`config.mk`:
```
export PLATFORM = sky130hd
export DESIGN_NAME = ascii_to_binary
export DESIGN_NICKNAME = d
export VERILOG_FILES = /design/src/rtl/ascii_to_binary.sv
export SDC_FILE = /design/constraint.sdc
export NUM_CORES = 1
export LEC_CHECK = 0
export ABC_AREA = 1
export ABC_CLOCK_PERIOD_IN_PS = 6830
export BUFFER_PORTS_ARGS = -buffer_cell sky130_fd_sc_hd__buf_2
export CAP_MARGIN = 20
export CORE_UTILIZATION = 37
export DETAILED_ROUTE_END_ITERATION = 6
export RECOVER_POWER = 50
export SYNTH_ARGS = -nofsm -noshare
export SYNTH_HDL_FRONTEND = slang
export SYNTH_SLANG_ARGS = --single-unit
```
`constraint.sdc`:
```
create_clock -name clk -period 6.83 [get_ports clk]
set_input_delay 1.7075 -clock clk [delete_from_list [all_inputs] [get_ports clk]]
set_output_delay 1.7075 -clock clk [all_outputs]
set_load 0.005 [all_outputs]
```
`src/rtl/ascii_to_binary.sv`:
```
// Serial ASCII decimal parser: accumulates one character per handshake into a
// binary value and presents it with overflow/error flags on a held result port.
module ascii_to_binary #(
  parameter int size_binary = 16,
  parameter int max_digits  = 5
) (
  input  logic                   clk,
  input  logic                   rst_n,
  input  logic                   in_valid,
  input  logic [7:0]             in_char,
  output logic                   in_ready,
  output logic                   out_valid,
  input  logic                   out_ready,
  output logic [size_binary-1:0] out_value,
  output logic                   out_overflow,
  output logic                   out_error,
  output logic [1:0]             dbg_state
);

  // Handshakes: a character transfers on a rising edge where in_valid and
  // in_ready are both 1; a result transfers where out_valid and out_ready are
  // both 1. out_valid and the result fields stay stable until that transfer.

  typedef enum logic [1:0] {IDLE, ACCUM, DISCARD, DONE} state_t;

  localparam int CW = $clog2(max_digits + 2);
  localparam int WW = size_binary + 4;
  localparam logic [CW-1:0] cnt_max = CW'(max_digits);
  localparam logic [CW-1:0] cnt_one = CW'(1);
  localparam logic [WW-1:0] val_max = {4'b0, {size_binary{1'b1}}};
  localparam logic [WW-1:0] ten     = WW'(10);

  state_t                 state_q, state_d;
  logic [size_binary-1:0] acc_q, acc_d;
  logic [CW-1:0]          cnt_q, cnt_d;
  logic                   ovf_q, ovf_d;
  logic                   err_q, err_d;
  logic [size_binary-1:0] oval_q, oval_d;
  logic                   oovf_q, oovf_d;
  logic                   oerr_q, oerr_d;

  logic          is_digit, is_term, take;
  logic [WW-1:0] digit_w, next_w;

  assign is_digit = (in_char >= 8'h30) && (in_char <= 8'h39);
  assign is_term  = (in_char == 8'h20) || (in_char == 8'h0D) || (in_char == 8'h0A);
  assign digit_w  = {{size_binary{1'b0}}, in_char[3:0]};
  assign next_w   = ({4'b0, acc_q} * ten) + digit_w;

  assign in_ready     = rst_n && (state_q != DONE);
  assign take         = in_valid && in_ready;
  assign out_valid    = (state_q == DONE);
  assign out_value    = oval_q;
  assign out_overflow = oovf_q;
  assign out_error    = oerr_q;
  assign dbg_state    = state_q;

  always_ff @(posedge clk or negedge rst_n) begin
    if (!rst_n) begin
      state_q <= IDLE;
      acc_q   <= '0;
      cnt_q   <= '0;
      ovf_q   <= 1'b0;
      err_q   <= 1'b0;
      oval_q  <= '0;
      oovf_q  <= 1'b0;
      oerr_q  <= 1'b0;
    end else begin
      state_q <= state_d;
      acc_q   <= acc_d;
      cnt_q   <= cnt_d;
      ovf_q   <= ovf_d;
      err_q   <= err_d;
      oval_q  <= oval_d;
      oovf_q  <= oovf_d;
      oerr_q  <= oerr_d;
    end
  end

  always_comb begin
    state_d = state_q;
    acc_d   = acc_q;
    cnt_d   = cnt_q;
    ovf_d   = ovf_q;
    err_d   = err_q;
    oval_d  = oval_q;
    oovf_d  = oovf_q;
    oerr_d  = oerr_q;
    case (state_q)
      IDLE: begin
        if (take) begin
          if (is_digit) begin
            acc_d   = digit_w[size_binary-1:0];
            cnt_d   = cnt_one;
            state_d = ACCUM;
          end else if (!is_term) begin
            err_d   = 1'b1;
            state_d = DISCARD;
          end
        end
      end
      ACCUM: begin
        if (take) begin
          if (is_digit) begin
            cnt_d = (cnt_q > cnt_max) ? cnt_q : cnt_q + cnt_one;
            // Once saturated, acc stays all-ones for the rest of the number.
            if ((next_w > val_max) || (cnt_q >= cnt_max)) begin
              ovf_d = 1'b1;
              acc_d = '1;
            end else begin
              acc_d = next_w[size_binary-1:0];
            end
          end else if (is_term) begin
            state_d = DONE;
            oval_d  = ovf_q ? '1 : acc_q;
            oovf_d  = ovf_q;
            oerr_d  = 1'b0;
          end else begin
            err_d   = 1'b1;
            state_d = DISCARD;
          end
        end
      end
      DISCARD: begin
        if (take && is_term) begin
          state_d = DONE;
          oval_d  = '0;
          oovf_d  = ovf_q;
          oerr_d  = 1'b1;
        end
      end
      DONE: begin
        if (out_ready) begin
          state_d = IDLE;
          acc_d   = '0;
          cnt_d   = '0;
          ovf_d   = 1'b0;
          err_d   = 1'b0;
          oval_d  = '0;
          oovf_d  = 1'b0;
          oerr_d  = 1'b0;
        end
      end
      default: state_d = IDLE;
    endcase
  end

endmodule

```
==> impl_results.md <==
* Dominant cell type by count on the critical path: buf_2
* Final HPWL DP at 7130 um
* Post-Synth XOR/XNOR Area at 2.83%
* Largest family of logic cells by synthesized area: simple AND/OR/NAND/NOR gates
* TritonRoute pass-1 iters at 4
* Post-layout net count at 618
* Hold EP: out_value[13]
* Yosys cell types at 38
* Yosys Warn Count at 0
* Most frequent cells in the layout: nand2_1, inv_1, o21ai_0
* H-Tree Depth at 2
* Worst-path clk slew at 80 ps
* Total gr overflow at 0
* Iteration-0 DRC Markers at 167
* Setup crit start kind: primary input
* Crit. End Element: output port
* Post-Synth Adder-Cell Area at 14.1%
* Share of cells above drive strength 1 at 12.7%
* PortBufs at 33
* Setup TNS at 0 ps
* # Post-CTS Setup Buffers at 0
* Highest clock rate at 0.235 GHz
* Total Wirelength at 8930 um
* Fin crit share at 62.4%
* Number of synthesized flops with an enable pin at 0
* Via/cell ratio at 5.02
* Power Density at 358 mW/mm2
* Routability cong. at 0.840
* Final Cell Area at 0.00403 mm2
* Root buffer cell: clkbuf_8
* Hold-fix buffers, CTS at 0
* First-pass GRT wire length at 15200 um
* Setup Crit Path Kind: primary input to output port
* # resized after CTS at 0
* Die H at 102 um
* Clock Tree Buf Depth at 2
* Flip-flop and latch count after synthesis at 40
* Avg Inst Size Synth at 6.87 um2
* Synthesized cell area at 0.00367 mm2
* Final setup vio count at 0
* Number of clock sinks at 40
* Worst Hold Launch: out_value[13]
* Synth Area in Compound Gates at 10.8%
* Rel. slew slack at 38.3%
* Routed len/inst at 12.8 um
* Largest net degree at the start of global routing at 42
* Tmin final at 4260 ps
* Flop2flop setup slack at 3220 ps
* Die W at 102 um
* Crit-path cells: buf_2 -> buf_4 -> inv_1 -> nor2_1 -> buf_2
* Simple-gate share of the synthesized area at 36.8%
* Max cap viols at 0
* Prevailing post-synth register cell: dfrtp_1
* Placed insts at 688
* Initial antenna violation count at 0
* Core Area at 0.00942 mm2
* RSZ-0062 raised after global routing: false
* Status: finished clean
* Total GRT Usage at 18.6%
* WHS Path Cells at 2
* Seq/Total Area, Yosys at 27.3%
* Die area at 0.0103 mm2
* Ys async rst share at 100%
* Worst EP arrival at 2550 ps
* Worst Path Max Fanout at 41
* Leakage power at 2.21 nW
* Commonest non-fill, non-tap cell in the layout: nand2_1
* Post-layout util at 42.8%
* WP data required at 5120 ps
* Synth Instances at 534
* Critical-path top delay cell: buf_4
* R2R Path Start: acc_q[1]
* CTS tree: yes
* Initial core utilization at 39.0%
* N_diodes at 0
* Mapped Nets at 586
* Slew Viols, Final at 0
* Num ports at 34
* Fin cells at 695
* Worst-Skew Late Latency at 290 ps
* Number of remaining DRC errors at 0
* Reg2Reg Capture Point: ovf_q
* Slew @ Worst Pin at 922 ps
* Peak supply drop at 0.151 mV
* Rows at 35
* Min-Delay Path Class: flop to flop
* Via count at 3487
* Clock Skew at 9.89 ps
* Placed cell areas at 0.00396 mm2
* Post-detailed-route count of antenna-violating nets at 0
* Vias in the first global route at 3258
* Area Growth Syn to Fin at 9.72%
* Mux cell area share after synthesis at 0%
* Cts bufs inserted at 5
* CP peak stage delay at 420 ps
* Hold Fails Final Rpt at 0
* R2R cell count at 21
## power by group
part	total (mW)	internal, mW	switching (mW)
clock network	0.152	0.0692	0.0832
logic	0.891	0.330	0.561
registers	0.398	0.318	0.0795
total	1.44	0.717	0.723
## area by class of cell
| type | count | area [um2] |
|---|---|---|
| repair buffers | 35 | 168 |
| inverters | 66 | 248 |
| well taps | 129 | 161 |
| clock inverters | 2 | 12.5 |
| flip-flops and latches | 40 | 1000 |
| fillers | 992 | 5390 |
| multi-input cells | 418 | 2370 |
| clock buffers | 5 | 68.8 |
## metrics by stage
stage               setup WS [ps]  hold WS, ps  power, mW
floorplan                    3220          473       1.08
global placement             2530          465       1.29
detailed placement           2530          474       1.30
CTS                          2530          494       1.45
global route                 2410          520       1.60
finish                       2570          495       1.44
## sequential cells by signal (all words and copies together) (netlist names)
signal and cells:
acc_q 16, out_error 1, ovf_q 1, out_value 16
out_overflow 1, cnt_q 3, dbg_state 2
## per-layer routing
| layer | vias to the layer above | wire, um | global-route usage [%] | part of all wire (%) |
|---|---|---|---|---|
| li1 | 1790 | - | - | - |
| met1 | 1599 | 4270 | 25.5 | 48 |
| met2 | 85 | 4240 | 31.4 | 47 |
| met3 | 13 | 322 | 2.28 | 3.6 |
| met4 | 0 | 99 | 3.57 | 1.1 |
| met5 | - | 0 | 0 | 0 |
## critical path: cells and delay by family
kind | cells | cell delay, ps
buffers and inverters | 4 | 700
AND/OR/NAND/NOR | 1 | 120
## cells in the mapped netlist (all sizes together), types with 3 or more instances
cell type	number	area (um2)
a21oi	16	80.1
buf	3	27.5
clkbuf	7	26.3
dfrtp	40	1000
ha	38	475
inv	64	240
nand2	203	832
nand3	34	185
nand3b	5	37.5
nand4	9	56.3
nor2	39	210
o21ai	44	220
xnor2	5	43.8
xor2	6	60.1
## how the worst max path moves through the flow
| stage | cells past startpoint | to | start | slack [ps] |
|---|---|---|---|---|
| global route | 13 | out_value[14] | rst_n | 2410 |
| finish | 5 | in_ready | rst_n | 2570 |
| floorplan | 19 | acc_q[11] | in_char[3] | 3220 |
| CTS | 5 | in_ready | rst_n | 2530 |
| detailed placement | 5 | in_ready | rst_n | 2530 |
| global placement | 5 | in_ready | rst_n | 2530 |
## cell families (layout without fill, tap and decap cells)
logic type,after synthesis,count (layout)
buffers and inverters,76,108
DFF,40,40
AOI/OAI and AO/OA,72,72
and+or+nand+nor,295,295
adders and majority gates,40,40
xor gates and xnor gates,11,11
(Power assumes the default switching activity.)
